==> src/rtl/cpu_step_ctrl.sv <==
// cpu_step_ctrl: turns debounced step pulses into one-cycle CPU enables, with free-run and PC breakpoint
module cpu_step_ctrl #(
   parameter int RUN_DIV       = 4,
   parameter int SETTLE_CYCLES = 2,
   parameter int CNT_W         = 16
) (
   input  logic             clk,
   input  logic             reset,
   input  logic             step_pulse,
   input  logic             run_mode,
   input  logic             bp_en,
   input  logic [31:0]      bp_addr,
   input  logic [31:0]      pc,
   output logic             cpu_en,
   output logic             busy,
   output logic             halted,
   output logic [CNT_W-1:0] step_count,
   output logic [2:0]       state
);
   localparam int DW = RUN_DIV > 1 ? $clog2(RUN_DIV) : 1;
   localparam int SW = SETTLE_CYCLES > 1 ? $clog2(SETTLE_CYCLES) : 1;
   typedef enum logic [2:0] {IDLE, ISSUE, SETTLE, RUN, HALT} state_t;
   state_t st, st_nx;
   logic [DW-1:0] div, div_nx;
   logic [SW-1:0] settle, settle_nx;
   logic [CNT_W-1:0] cnt_nx;
   always_ff @(posedge clk or posedge reset) begin
      if (reset) begin
         st         <= IDLE;
         div        <= '0;
         settle     <= '0;
         step_count <= '0;
      end else begin
         st         <= st_nx;
         div        <= div_nx;
         settle     <= settle_nx;
         step_count <= cnt_nx;
      end
   end
   always_comb begin
      st_nx     = st;
      div_nx    = div;
      settle_nx = settle;
      cnt_nx    = step_count;
      case (st)
         IDLE:
            if (run_mode) begin
               st_nx  = RUN;
               div_nx = '0;
            end else if (step_pulse) st_nx = ISSUE;
         ISSUE: begin
            cnt_nx    = step_count + CNT_W'(1);
            settle_nx = SW'(SETTLE_CYCLES - 1);
            st_nx     = SETTLE;
         end
         // pc is only compared on the last settle cycle
         SETTLE:
            if (settle != '0) settle_nx = settle - SW'(1);
            else if (bp_en && pc == bp_addr) st_nx = HALT;
            else if (run_mode) begin
               st_nx  = RUN;
               div_nx = '0;
            end else st_nx = IDLE;
         RUN:
            if (!run_mode) st_nx = IDLE;
            else if (div == DW'(RUN_DIV - 1)) st_nx = ISSUE;
            else div_nx = div + DW'(1);
         HALT:
            if (step_pulse) st_nx = ISSUE;
         default: st_nx = IDLE;
      endcase
   end
   assign cpu_en = st == ISSUE;
   assign busy   = st == ISSUE || st == SETTLE;
   assign halted = st == HALT;
   assign state  = st;
endmodule

==> config.mk <==
export PLATFORM = sky130hd
export DESIGN_NAME = cpu_step_ctrl
export DESIGN_NICKNAME = d
export VERILOG_FILES = /design/src/rtl/cpu_step_ctrl.sv
export SDC_FILE = /design/constraint.sdc
export NUM_CORES = 1
export LEC_CHECK = 0
export BUFFER_PORTS_ARGS = -buffer_cell sky130_fd_sc_hd__buf_2
export CORE_ASPECT_RATIO = 0.9
export CORE_UTILIZATION = 46
export CTS_BUF_LIST = sky130_fd_sc_hd__clkbuf_4 sky130_fd_sc_hd__clkbuf_8 sky130_fd_sc_hd__clkbuf_16
export DETAILED_ROUTE_END_ITERATION = 12
export PLACE_DENSITY = 0.83
export SLEW_MARGIN = 20
export SYNTH_ARGS = -nofsm -noshare
export SYNTH_HDL_FRONTEND = slang
export SYNTH_SLANG_ARGS = --single-unit
==> constraint.sdc <==
create_clock -name clk -period 4.1 [get_ports clk]
set_clock_uncertainty 0.2 [all_clocks]
set_input_delay 0.41 -clock clk [delete_from_list [all_inputs] [get_ports clk]]
set_output_delay 0.41 -clock clk [all_outputs]
set_load 0.02 [all_outputs]
==> flow_metrics.py, run 1 <==
metrics = {
    "run_status": {
        "run_status": "completed",
    },
    "global_route": {
        "pin_count_of_the_biggest_net_entering_global_routing": 23,
        "globalRouteOverflowTotal": 0,
        "wire_length_of_the_first_global_routing_pass_um": 5430,
        "all_layer_global_routing_usage_pct": 22.6,
        "antenna_violations_before_repair": 0,
        "via_count_of_the_first_global_routing_pass": 1263,
    },
    "final_layout": {
        "finalNetCount": 311,
        "finish.cell_count_without_fillers": 279,
        "nFillCells": 259,
        "diodes": 0,
        "area.growth.synth_to_final_pct": 37.5,
        "drive_gt1_share_pct": 42.7,
    },
    "floorplan": {
        "floorplan.io_pins": 91,
        "floorplan.core_area_mm2": 0.00286,
        "floorplan.initialDensity_pct": 50.0,
        "die_y_um": 54.9,
        "chip_width_um": 60.8,
        "fp-row-count": 18,
        "fp.dieArea_mm2": 0.00334,
    },
    "sta": {
        "post-route-period-util_pct": 55.0,
        "max_slew.worst_pin.slew_ps": 808,
        "setup_repair_after_global_routing_missed_its_margin": "no",
        "finalSetupViolCount": 0,
        "timing_hold_violations_final": 0,
        "max_freq_ghz": 0.444,
        "final_period_minus_worst_setup_slack_ps": 2250,
        "fin_hold_ws_ps": 32.8,
        "final_slew_viol_count": 0,
        "relSlewSlack_pct": 46.1,
        "timing.final.ws_setup_ps": 1850,
        "fin_tns_setup_ps": 0,
    },
    "yosys": {
        "ys_ff_latch": 22,
        "synth.top_cell.area_share_pct": 38.5,
        "synth_cell_types": 29,
        "post_synth_instance_area_mm2": 0.00143,
        "ys_top_cells_by_area": "sky130_fd_sc_hd__dfrtp_1, sky130_fd_sc_hd__xnor2_1, sky130_fd_sc_hd__nand4_1",
        "synth-warning-count": 0,
        "yosysTopAreaCell": "sky130_fd_sc_hd__dfrtp_1",
        "mappedNetlistNets": 216,
        "syn-instance-count": 145,
        "synth_seq_area_share_pct": 38.5,
        "syn_avg_cell_area_um2": 9.87,
    },
    "critical_path": {
        "worstPathMaxFanout": 8,
        "reg2reg_from": "state[1]",
        "cp.arrival_ps": 1640,
        "regToRegEndpoint": "step_count[14]",
        "timing.critical_path.from_type": "flip-flop",
        "worstSetupPathType": "reg2out",
        "timing.reg2reg.setup_slack_ps": 2090,
        "critical_path_required_ps": 3490,
        "ff2ff_path_depth": 6,
        "cp-end-kind": "primary output",
    },
    "power": {
        "total_power_mw": 0.808,
        "power_density_mw_per_mm2": 411,
        "p_leak_nw": 0.980,
        "worst_ir_drop_vdd_mv": 0.339,
    },
    "detailed_routing": {
        "drt_pre_antenna_iters": 4,
        "route.detailed.vias_per_inst": 4.90,
        "via_count": 1367,
        "detail_route.drc_violations": 0,
        "finalWirelength_um": 3520,
        "wl_per_cell_um": 12.6,
        "drtAntennaViolNets": 0,
        "drtIter0Drc": 60,
    },
    "clock_network": {
        "cts_tree": "done",
        "htree_levels": 1,
        "post_cts.resized_instances": 0,
        "cts.clk_slew.worst_paths_ps": 120,
        "numCtsBuffers": 3,
        "clkLatencyLatePin_ps": 310,
        "clkSinkCount": 22,
        "postCtsSetupBuffers": 0,
        "cts_root_buffer": "sky130_fd_sc_hd__clkbuf_4",
        "cts_hold_buffers": 0,
        "cts_max_path_buffers": 2,
    },
    "placement": {
        "place.detailed.instances": 275,
        "buffer_ports.inserted": 90,
        "worst_slack_at_placement_ps": 2090,
        "place.gp.congestion": 0.832,
        "hpwlAfterDp_um": 2970,
    },
    "job": {
        "timing.max_cap.violations": 0,
    },
    "min_path": {
        "worstHoldPathType": "in2async",
    },
}
synth_stat cells:
master	number
sky130_fd_sc_hd__nand4_1	12
sky130_fd_sc_hd__nand3_2	2
sky130_fd_sc_hd__nor2_1	8
sky130_fd_sc_hd__a221oi_1	2
sky130_fd_sc_hd__o32ai_1	1
sky130_fd_sc_hd__and3_1	3
sky130_fd_sc_hd__nand2_4	1
sky130_fd_sc_hd__nor3_1	2
sky130_fd_sc_hd__xnor2_1	39
sky130_fd_sc_hd__inv_1	5
sky130_fd_sc_hd__nor3b_4	1
sky130_fd_sc_hd__nor4_1	2
sky130_fd_sc_hd__o21ai_0	2
sky130_fd_sc_hd__nor2b_1	1
sky130_fd_sc_hd__a21oi_1	2
sky130_fd_sc_hd__mux2_2	1
sky130_fd_sc_hd__and2b_2	1
sky130_fd_sc_hd__dfrtp_1	22
sky130_fd_sc_hd__a31oi_1	1
sky130_fd_sc_hd__a2111o_1	1
sky130_fd_sc_hd__nand3_1	5
sky130_fd_sc_hd__nand2_1	14
sky130_fd_sc_hd__ha_1	2
sky130_fd_sc_hd__nor4bb_1	1
sky130_fd_sc_hd__xor2_1	8
sky130_fd_sc_hd__nand2b_1	2
sky130_fd_sc_hd__nor2_4	2
sky130_fd_sc_hd__and2_1	1
sky130_fd_sc_hd__a32o_1	1
power breakdown:
group	internal, mW	total [mW]	leakage, nW	switching [mW]
Combinational	0.156	0.350	0.668	0.194
Clock	0.0542	0.118	0.0210	0.0643
Sequential	0.267	0.339	0.291	0.0723
through the flow:
| stage | instance area [µm²] | utilization [%] |
|---|---|---|
| after floorplan | 1430 | - |
| after global placement | 1930 | 67.5 |
| after detailed placement | 1930 | 67.5 |
| after CTS | 1970 | 68.8 |
| after global routing | 1970 | 68.8 |
| final | 1970 | 68.8 |
cell usage in the layout, fill, tap and decap left out, types with 2 or more instances in the layout:
cell type / count
sky130_fd_sc_hd__a221oi_1: 2
sky130_fd_sc_hd__nand3_2: 2
sky130_fd_sc_hd__nor2_4: 2
sky130_fd_sc_hd__nor3_1: 2
sky130_fd_sc_hd__and3_1: 3
sky130_fd_sc_hd__nor2_1: 8
sky130_fd_sc_hd__xnor2_1: 39
sky130_fd_sc_hd__buf_2: 90
sky130_fd_sc_hd__o21ai_0: 2
sky130_fd_sc_hd__nand2b_1: 2
sky130_fd_sc_hd__inv_1: 5
sky130_fd_sc_hd__dfrtp_1: 22
sky130_fd_sc_hd__a21oi_1: 2
sky130_fd_sc_hd__ha_1: 2
sky130_fd_sc_hd__xor2_1: 8
sky130_fd_sc_hd__clkbuf_4: 3
sky130_fd_sc_hd__nand3_1: 5
sky130_fd_sc_hd__nand2_1: 14
sky130_fd_sc_hd__nand4_1: 12
sky130_fd_sc_hd__nor4_1: 2
area by class of cell:
| type | instances | area (µm²) | share of cell area [%] |
|---|---|---|---|
| clock buffer | 4 | 36.3 | 1.84 |
| tap | 40 | 50.0 | 2.54 |
| multi-input combinational | 118 | 862 | 43.8 |
| sequential | 22 | 551 | 28.0 |
| inverter | 5 | 18.8 | 0.954 |
| timing repair buffer | 90 | 450 | 22.9 |
metal layers:
layer	vias to the layer above	GRT usage [%]	routed length [µm]
li1	693	-	-
met1	630	27.4	1560
met2	38	40.1	1780
met3	6	4.88	123
met4	0	7.95	52
met5	-	0	0
how the worst max path moves through the flow:
stage                     start        endpoint  slack [ps]  depth (start not counted)
global placement    bp_addr[28]        state[1]        2160                          7
CTS                    state[1]            busy        1830                          4
global route           state[1]            busy        1710                          4
detailed placement  bp_addr[21]          div[0]        2090                          7
floorplan              state[0]  step_count[14]        2060                          6
finish                 state[1]            busy        1850                          4
kinds of logic (layout without fill, tap and decap cells):
kind of cell	after synthesis	count (layout)	synth area share, %
AOI/OAI and AO/OA	10	10	5.16
xor gates and xnor gates	47	47	28.8
adders and majority gates	2	2	1.75
buffers and inverters	5	99	1.31
DFF	22	22	38.5
muxes	1	1	0.787
and+or+nand+nor	58	58	23.8
registers in the layout, indices dropped and copies added, names as in the netlist:
register and count:
step_count 16, state 3, div 2, settle 1
critical path, cell delays in order (launching register included):
cell and delay (ps):
sky130_fd_sc_hd__dfrtp_1 500, sky130_fd_sc_hd__nor3b_4 480, sky130_fd_sc_hd__inv_1 110, sky130_fd_sc_hd__nand2_1 80, sky130_fd_sc_hd__buf_2 160
No activity file was read; power rests on OpenSTA's default activity.
==> run 2: changes to the inputs <==
--- a/config.mk
+++ b/config.mk
@@ -7,10 +7,10 @@
 export LEC_CHECK = 0
 export BUFFER_PORTS_ARGS = -buffer_cell sky130_fd_sc_hd__buf_2
 export CORE_ASPECT_RATIO = 0.9
-export CORE_UTILIZATION = 46
+export CORE_UTILIZATION = 38
 export CTS_BUF_LIST = sky130_fd_sc_hd__clkbuf_4 sky130_fd_sc_hd__clkbuf_8 sky130_fd_sc_hd__clkbuf_16
 export DETAILED_ROUTE_END_ITERATION = 12
-export PLACE_DENSITY = 0.83
+export PLACE_DENSITY = 0.73
 export SLEW_MARGIN = 20
 export SYNTH_ARGS = -nofsm -noshare
 export SYNTH_HDL_FRONTEND = slang
==> constraint.sdc (replaced) <==
create_clock -name clk -period 1.9 [get_ports clk]
set_clock_uncertainty 0.2 [all_clocks]
set_input_delay 0.19 -clock clk [delete_from_list [all_inputs] [get_ports clk]]
set_output_delay 0.19 -clock clk [all_outputs]
set_load 0.02 [all_outputs]
==> run 2 against run 1 <==
  * First-iteration DRC count grew 37%
  * Critical path depth shrank 1
  * Cell count grew 3.9%
  * Core utilization decreased by 10 points
  * Clock-buffer cell count stayed put
  * Sequential share of layout area decreased by 0.94 points
  * Hold slack improved by 92 ps
  * Combinational power grew 130%
  * Via count is 0.15% higher
  * Critical path type unchanged
  * Sequential power up 120%
  * Critical endpoint is now cpu_en
==> flow_metrics.py, run 2 (synthesized netlist as in run 1, its figures left out) <==
metrics = {
    "run_status": {
        "run_status": "completed",
    },
    "global_route": {
        "wire_length_of_the_first_global_routing_pass_um": 5390,
        "pin_count_of_the_biggest_net_entering_global_routing": 23,
        "globalRouteOverflowTotal": 0,
        "via_count_of_the_first_global_routing_pass": 1283,
        "antenna_violations_before_repair": 0,
        "all_layer_global_routing_usage_pct": 17.9,
    },
    "sta": {
        "post-route-period-util_pct": 94.5,
        "timing_hold_violations_final": 0,
        "fin_hold_ws_ps": 125,
        "relSlewSlack_pct": 74.6,
        "setup_repair_after_global_routing_missed_its_margin": "no",
        "final_period_minus_worst_setup_slack_ps": 1800,
        "finalSetupViolCount": 0,
        "max_slew.worst_pin.slew_ps": 378,
        "max_freq_ghz": 0.557,
        "final_slew_viol_count": 0,
        "timing.final.ws_setup_ps": 104,
    },
    "placement": {
        "worst_slack_at_placement_ps": 63.6,
        "hpwlAfterDp_um": 2750,
        "place.gp.congestion": 0.787,
        "place.detailed.instances": 282,
        "buffer_ports.inserted": 90,
    },
    "detailed_routing": {
        "wl_per_cell_um": 11.4,
        "detail_route.drc_violations": 0,
        "drtAntennaViolNets": 0,
        "route.detailed.vias_per_inst": 4.72,
        "finalWirelength_um": 3290,
        "via_count": 1369,
        "drtIter0Drc": 82,
        "drt_pre_antenna_iters": 4,
    },
    "final_layout": {
        "drive_gt1_share_pct": 44.3,
        "final-seq-area_um2": 553,
        "final_common_cell": "sky130_fd_sc_hd__buf_2",
        "postLayoutCoreUtil_pct": 58.8,
        "finish.cell_count_without_fillers": 290,
        "finalNetCount": 318,
        "largest_register_ff_count": 16,
        "nFillCells": 323,
        "max_flop_register": "step_count",
        "multi_input_area_um2": 862,
        "most-common-layout-cells": "sky130_fd_sc_hd__buf_2, sky130_fd_sc_hd__xnor2_1, sky130_fd_sc_hd__dfrtp_1",
        "area.growth.synth_to_final_pct": 42.9,
        "diodes": 0,
    },
    "power": {
        "p_switching_mw": 0.715,
        "power_switching_share_pct": 39.1,
        "power.share.clock_pct": 17.0,
        "power.internal_mw": 1.11,
        "seq_power_share_pct": 39.9,
        "worst_ir_drop_vdd_mv": 0.777,
        "total_power_mw": 1.83,
        "comb_power_share_pct": 43.2,
        "p_leak_nw": 1.02,
        "power_density_mw_per_mm2": 893,
    },
    "clock_network": {
        "cts_tree": "done",
        "clkLatencyLatePin_ps": 260,
        "htree_levels": 1,
        "numCtsBuffers": 3,
        "cts.clk_slew.worst_paths_ps": 80,
        "post_cts.resized_instances": 0,
        "clkSinkCount": 22,
        "cts_root_buffer": "sky130_fd_sc_hd__clkbuf_8",
        "cts_max_path_buffers": 2,
    },
    "critical_path": {
        "regToRegEndpoint": "step_count[7]",
        "timing.critical_path.from": "state[1]",
        "crit_path_top_delay_cell": "sky130_fd_sc_hd__dfrtp_2",
        "worstSetupPathType": "reg2out",
        "critical_path.cell_chain": "nor3b_4, buf_4, buf_2",
        "worstPathMaxFanout": 7,
        "cp.arrival_ps": 1410,
        "ff2ff_path_depth": 6,
        "timing.reg2reg.setup_slack_ps": 150,
        "timing.critical_path.from_type": "flip-flop",
        "critical_path_required_ps": 1510,
        "cp-end-kind": "primary output",
        "crit_end": "cpu_en",
        "reg2reg_from": "state[1]",
        "max_stage_delay_on_crit_path_ps": 460,
    },
    "floorplan": {
        "fp-row-count": 20,
        "fp.dieArea_mm2": 0.00402,
        "floorplan.initialDensity_pct": 41.2,
        "die_y_um": 60.2,
        "chip_width_um": 66.7,
        "floorplan.core_area_mm2": 0.00348,
        "floorplan.io_pins": 91,
    },
    "min_path": {
        "worstHoldPathType": "in2reg",
    },
    "job": {
        "timing.max_cap.violations": 0,
    },
}
==> run 2: cell count changes in the layout (fill, tap and decap cells not counted) <==
| cell | previous run | this run |
|---|---|---|
| sky130_fd_sc_hd__dfrtp_2 | 0 | 2 |
| sky130_fd_sc_hd__clkbuf_4 | 3 | 1 |
| sky130_fd_sc_hd__dlygate4sd3_1 | 0 | 2 |
| sky130_fd_sc_hd__buf_4 | 0 | 5 |
| sky130_fd_sc_hd__dfrtp_1 | 22 | 20 |
| sky130_fd_sc_hd__clkbuf_8 | 1 | 3 |
==> run 2: repair_timing <==
action | CTS | global route
hold buffers | 2 | 0
setup endpoints to repair | 0 | 2
hold endpoints to repair | 24 | 0
buffers inserted | 0 | 2
==> run 2: how the worst min path moves through the flow <==
stage | depth (start not counted) | endpoint | from | slack [ps]
2_1_floorplan | 1 | div[0] | reset | -20
6_report | 4 | state[0] | run_mode | 120
3_5_place_dp | 3 | state[0] | reset | 40
5_1_grt | 4 | state[0] | run_mode | 170
4_1_cts | 4 | state[0] | run_mode | 110
3_3_place_gp | 3 | state[0] | reset | 40
==> run 2: power groups by stage <==
stage	registers [mW]	clock network [mW]	logic [mW]
floorplan	0.803	0	0.421
global placement	0.735	0	0.764
detailed placement	0.738	0	0.776
CTS	0.731	0.318	0.783
global route	0.756	0.336	0.877
finish	0.729	0.310	0.789
==> run 2: final cells by class <==
| type | instances | area share, % |
|---|---|---|
| multi-input cells | 118 | 42.1 |
| clock buffers | 4 | 2.39 |
| flip-flops and latches | 22 | 27.0 |
| repair buffers | 97 | 24.8 |
| well taps | 44 | 2.69 |
| inverters | 5 | 0.917 |
==> run 2: critical path, delay by kind of cell, from the launching register on <==
family,cells,cell delay (ps)
AND/OR/NAND/NOR,1,320
flip-flops,1,460
buffers and inverters,2,360
==> run 2: per-stage QoR <==
step           setup TNS (ps)  cell area, µm²
2_1_floorplan            -138            1430
3_3_place_gp                0            1960
3_5_place_dp                0            1960
4_1_cts                     0            2030
5_1_grt                     0            2050
6_report                    0            2050
==> run 2: metal layers <==
layer,global-route usage (%),vias to the layer above,routed length [µm]
li1,-,705,-
met1,22.7,630,1540
met2,30.6,31,1610
met3,3.05,3,123
met4,6.38,0,18
met5,0,-,0
==> run 3: changes to the inputs <==
--- a/config.mk
+++ b/config.mk
@@ -10,8 +10,9 @@
 export CORE_UTILIZATION = 38
 export CTS_BUF_LIST = sky130_fd_sc_hd__clkbuf_4 sky130_fd_sc_hd__clkbuf_8 sky130_fd_sc_hd__clkbuf_16
 export DETAILED_ROUTE_END_ITERATION = 12
+export GPL_TIMING_DRIVEN = 0
 export PLACE_DENSITY = 0.73
-export SLEW_MARGIN = 20
+export RECOVER_POWER = 100
 export SYNTH_ARGS = -nofsm -noshare
 export SYNTH_HDL_FRONTEND = slang
 export SYNTH_SLANG_ARGS = --single-unit
==> run 3 against run 2 <==
  * Via count up 0.73%
  * Core utilization fell by 0.79 points
  * Critical endpoint is now halted
  * First-iteration DRC count is 40% lower
  * Sequential power is essentially flat
  * Critical path depth grew 2
  * Largest power group unchanged
  * Design area is 1.3% lower
  * Routed wire length shrank 2.8%
  * Die area stayed put
==> flow_metrics.py, run 3 (synthesized netlist as in run 1, its figures left out) <==
metrics = {
    "run_status": {
        "run_status": "completed",
    },
    "critical_path": {
        "cp-end-kind": "primary output",
        "worstPathMaxFanout": 6,
        "ff2ff_path_depth": 7,
        "worstSetupPathType": "reg2out",
        "timing.reg2reg.setup_slack_ps": 130,
        "regToRegEndpoint": "step_count[13]",
        "critical_path_required_ps": 1510,
        "cp.arrival_ps": 1400,
        "timing.critical_path.from": "state[1]",
        "timing.critical_path.from_type": "flip-flop",
        "reg2reg_from": "state[2]",
    },
    "global_route": {
        "globalRouteOverflowTotal": 0,
        "all_layer_global_routing_usage_pct": 18.2,
        "via_count_of_the_first_global_routing_pass": 1359,
        "wire_length_of_the_first_global_routing_pass_um": 5510,
        "antenna_violations_before_repair": 0,
        "pin_count_of_the_biggest_net_entering_global_routing": 23,
    },
    "floorplan": {
        "fp-row-count": 20,
        "chip_width_um": 66.7,
        "floorplan.core_area_mm2": 0.00348,
        "floorplan.initialDensity_pct": 41.2,
        "floorplan.io_pins": 91,
        "fp.dieArea_mm2": 0.00402,
        "die_y_um": 60.2,
    },
    "sta": {
        "max_slew.worst_pin.slew_ps": 811,
        "relSlewSlack_pct": 45.9,
        "final_period_minus_worst_setup_slack_ps": 1790,
        "final_slew_viol_count": 0,
        "post-route-period-util_pct": 94.1,
        "setup_repair_after_global_routing_missed_its_margin": "no",
        "timing_hold_violations_final": 0,
        "fin_tns_setup_ps": 0,
        "finalSetupViolCount": 0,
        "max_freq_ghz": 0.559,
    },
    "final_layout": {
        "area.growth.synth_to_final_pct": 41.0,
        "final_common_cell": "sky130_fd_sc_hd__buf_2",
        "max_flop_register": "step_count",
        "diodes": 0,
        "multi_input_area_um2": 861,
        "final-seq-area_um2": 553,
        "drive_gt1_share_pct": 36.2,
        "postLayoutCoreUtil_pct": 58.0,
        "most-common-layout-cells": "sky130_fd_sc_hd__buf_2, sky130_fd_sc_hd__xnor2_1, sky130_fd_sc_hd__dfrtp_1",
        "finalNetCount": 318,
        "largest_register_ff_count": 16,
        "nFillCells": 340,
    },
    "clock_network": {
        "clkSinkCount": 22,
        "post_cts.resized_instances": 0,
        "cts_max_path_buffers": 2,
        "cts.clk_slew.worst_paths_ps": 80,
        "numCtsBuffers": 3,
        "clkLatencyLatePin_ps": 260,
        "cts_tree": "done",
        "htree_levels": 1,
        "cts_root_buffer": "sky130_fd_sc_hd__clkbuf_8",
    },
    "job": {
        "timing.max_cap.violations": 0,
    },
    "detailed_routing": {
        "drtIter0Drc": 49,
        "drt_pre_antenna_iters": 4,
        "wl_per_cell_um": 11.0,
        "route.detailed.vias_per_inst": 4.76,
        "detail_route.drc_violations": 0,
        "via_count": 1379,
        "drtAntennaViolNets": 0,
        "finalWirelength_um": 3200,
    },
    "placement": {
        "hpwlAfterDp_um": 2730,
        "place.gp.congestion": 0.862,
        "buffer_ports.inserted": 90,
    },
    "min_path": {
        "min_to": "state[0]",
        "worstHoldPathType": "in2reg",
        "hold_start": "run_mode",
        "worst_hold_path.num_cells": 4,
    },
    "power": {
        "p_leak_nw": 0.938,
        "power_density_mw_per_mm2": 907,
        "total_power_mw": 1.83,
        "worst_ir_drop_vdd_mv": 0.734,
    },
}
[run 3: final cells by class]
type | instances | area share, %
inverter | 5 | 0.930
clock buffer | 4 | 2.42
sequential | 22 | 27.4
tap | 44 | 2.73
timing repair buffer | 97 | 23.9
multi-input combinational | 118 | 42.7
[run 3: worst max path at each step]
stage,cells after the start,slack (ps),end
floorplan,6,-60,step_count[14]
global placement,6,-30,step_count[15]
detailed placement,6,-50,step_count[13]
CTS,7,120,step_count[13]
global route,7,9,step_count[13]
finish,5,110,halted
[run 3: worst max-delay path, cell delays in order (launching register included)]
cell	delay (ps)
sky130_fd_sc_hd__dfrtp_2	460
sky130_fd_sc_hd__buf_4	150
sky130_fd_sc_hd__nor2_1	110
sky130_fd_sc_hd__inv_1	90
sky130_fd_sc_hd__nor2_1	90
sky130_fd_sc_hd__clkbuf_1	240
[run 3: per-stage QoR]
stage / setup WS, ps / hold slack (ps) / std cells / area (µm²)
final: 112 / 130 / 290 / 2020
after floorplan: -57.5 / -20.9 / 145 / 1430
after global placement: -27.9 / 184 / 279 / 1940
after CTS: 123 / 120 / 288 / 2030
after global routing: 9.10 / 166 / 290 / 2020
after detailed placement: -46.1 / 185 / 279 / 1940
[run 3: routing by layer]
metal | vias to the layer above | track usage, % | part of all wire (%)
met2 | 37 | 34.8 | 53
met1 | 636 | 20.8 | 43
met5 | - | 0 | 0
met4 | 0 | 4.56 | 0
met3 | 0 | 2.86 | 3.5
li1 | 706 | - | -
[run 3: what timing repair did]
action                                  4_1_cts  5_1_grt
buffers inserted                              3        2
hold buffers                                  2        0
endpoints found under the hold margin        24        0
endpoints found under the setup margin        4        1
pin swaps                                     1        0
[run 3: where the power goes]
part | internal [mW] | total [mW] | switching (mW) | leakage [nW]
clock network | 0.163 | 0.300 | 0.136 | 0.0262
registers | 0.582 | 0.729 | 0.147 | 0.289
logic | 0.371 | 0.802 | 0.431 | 0.623
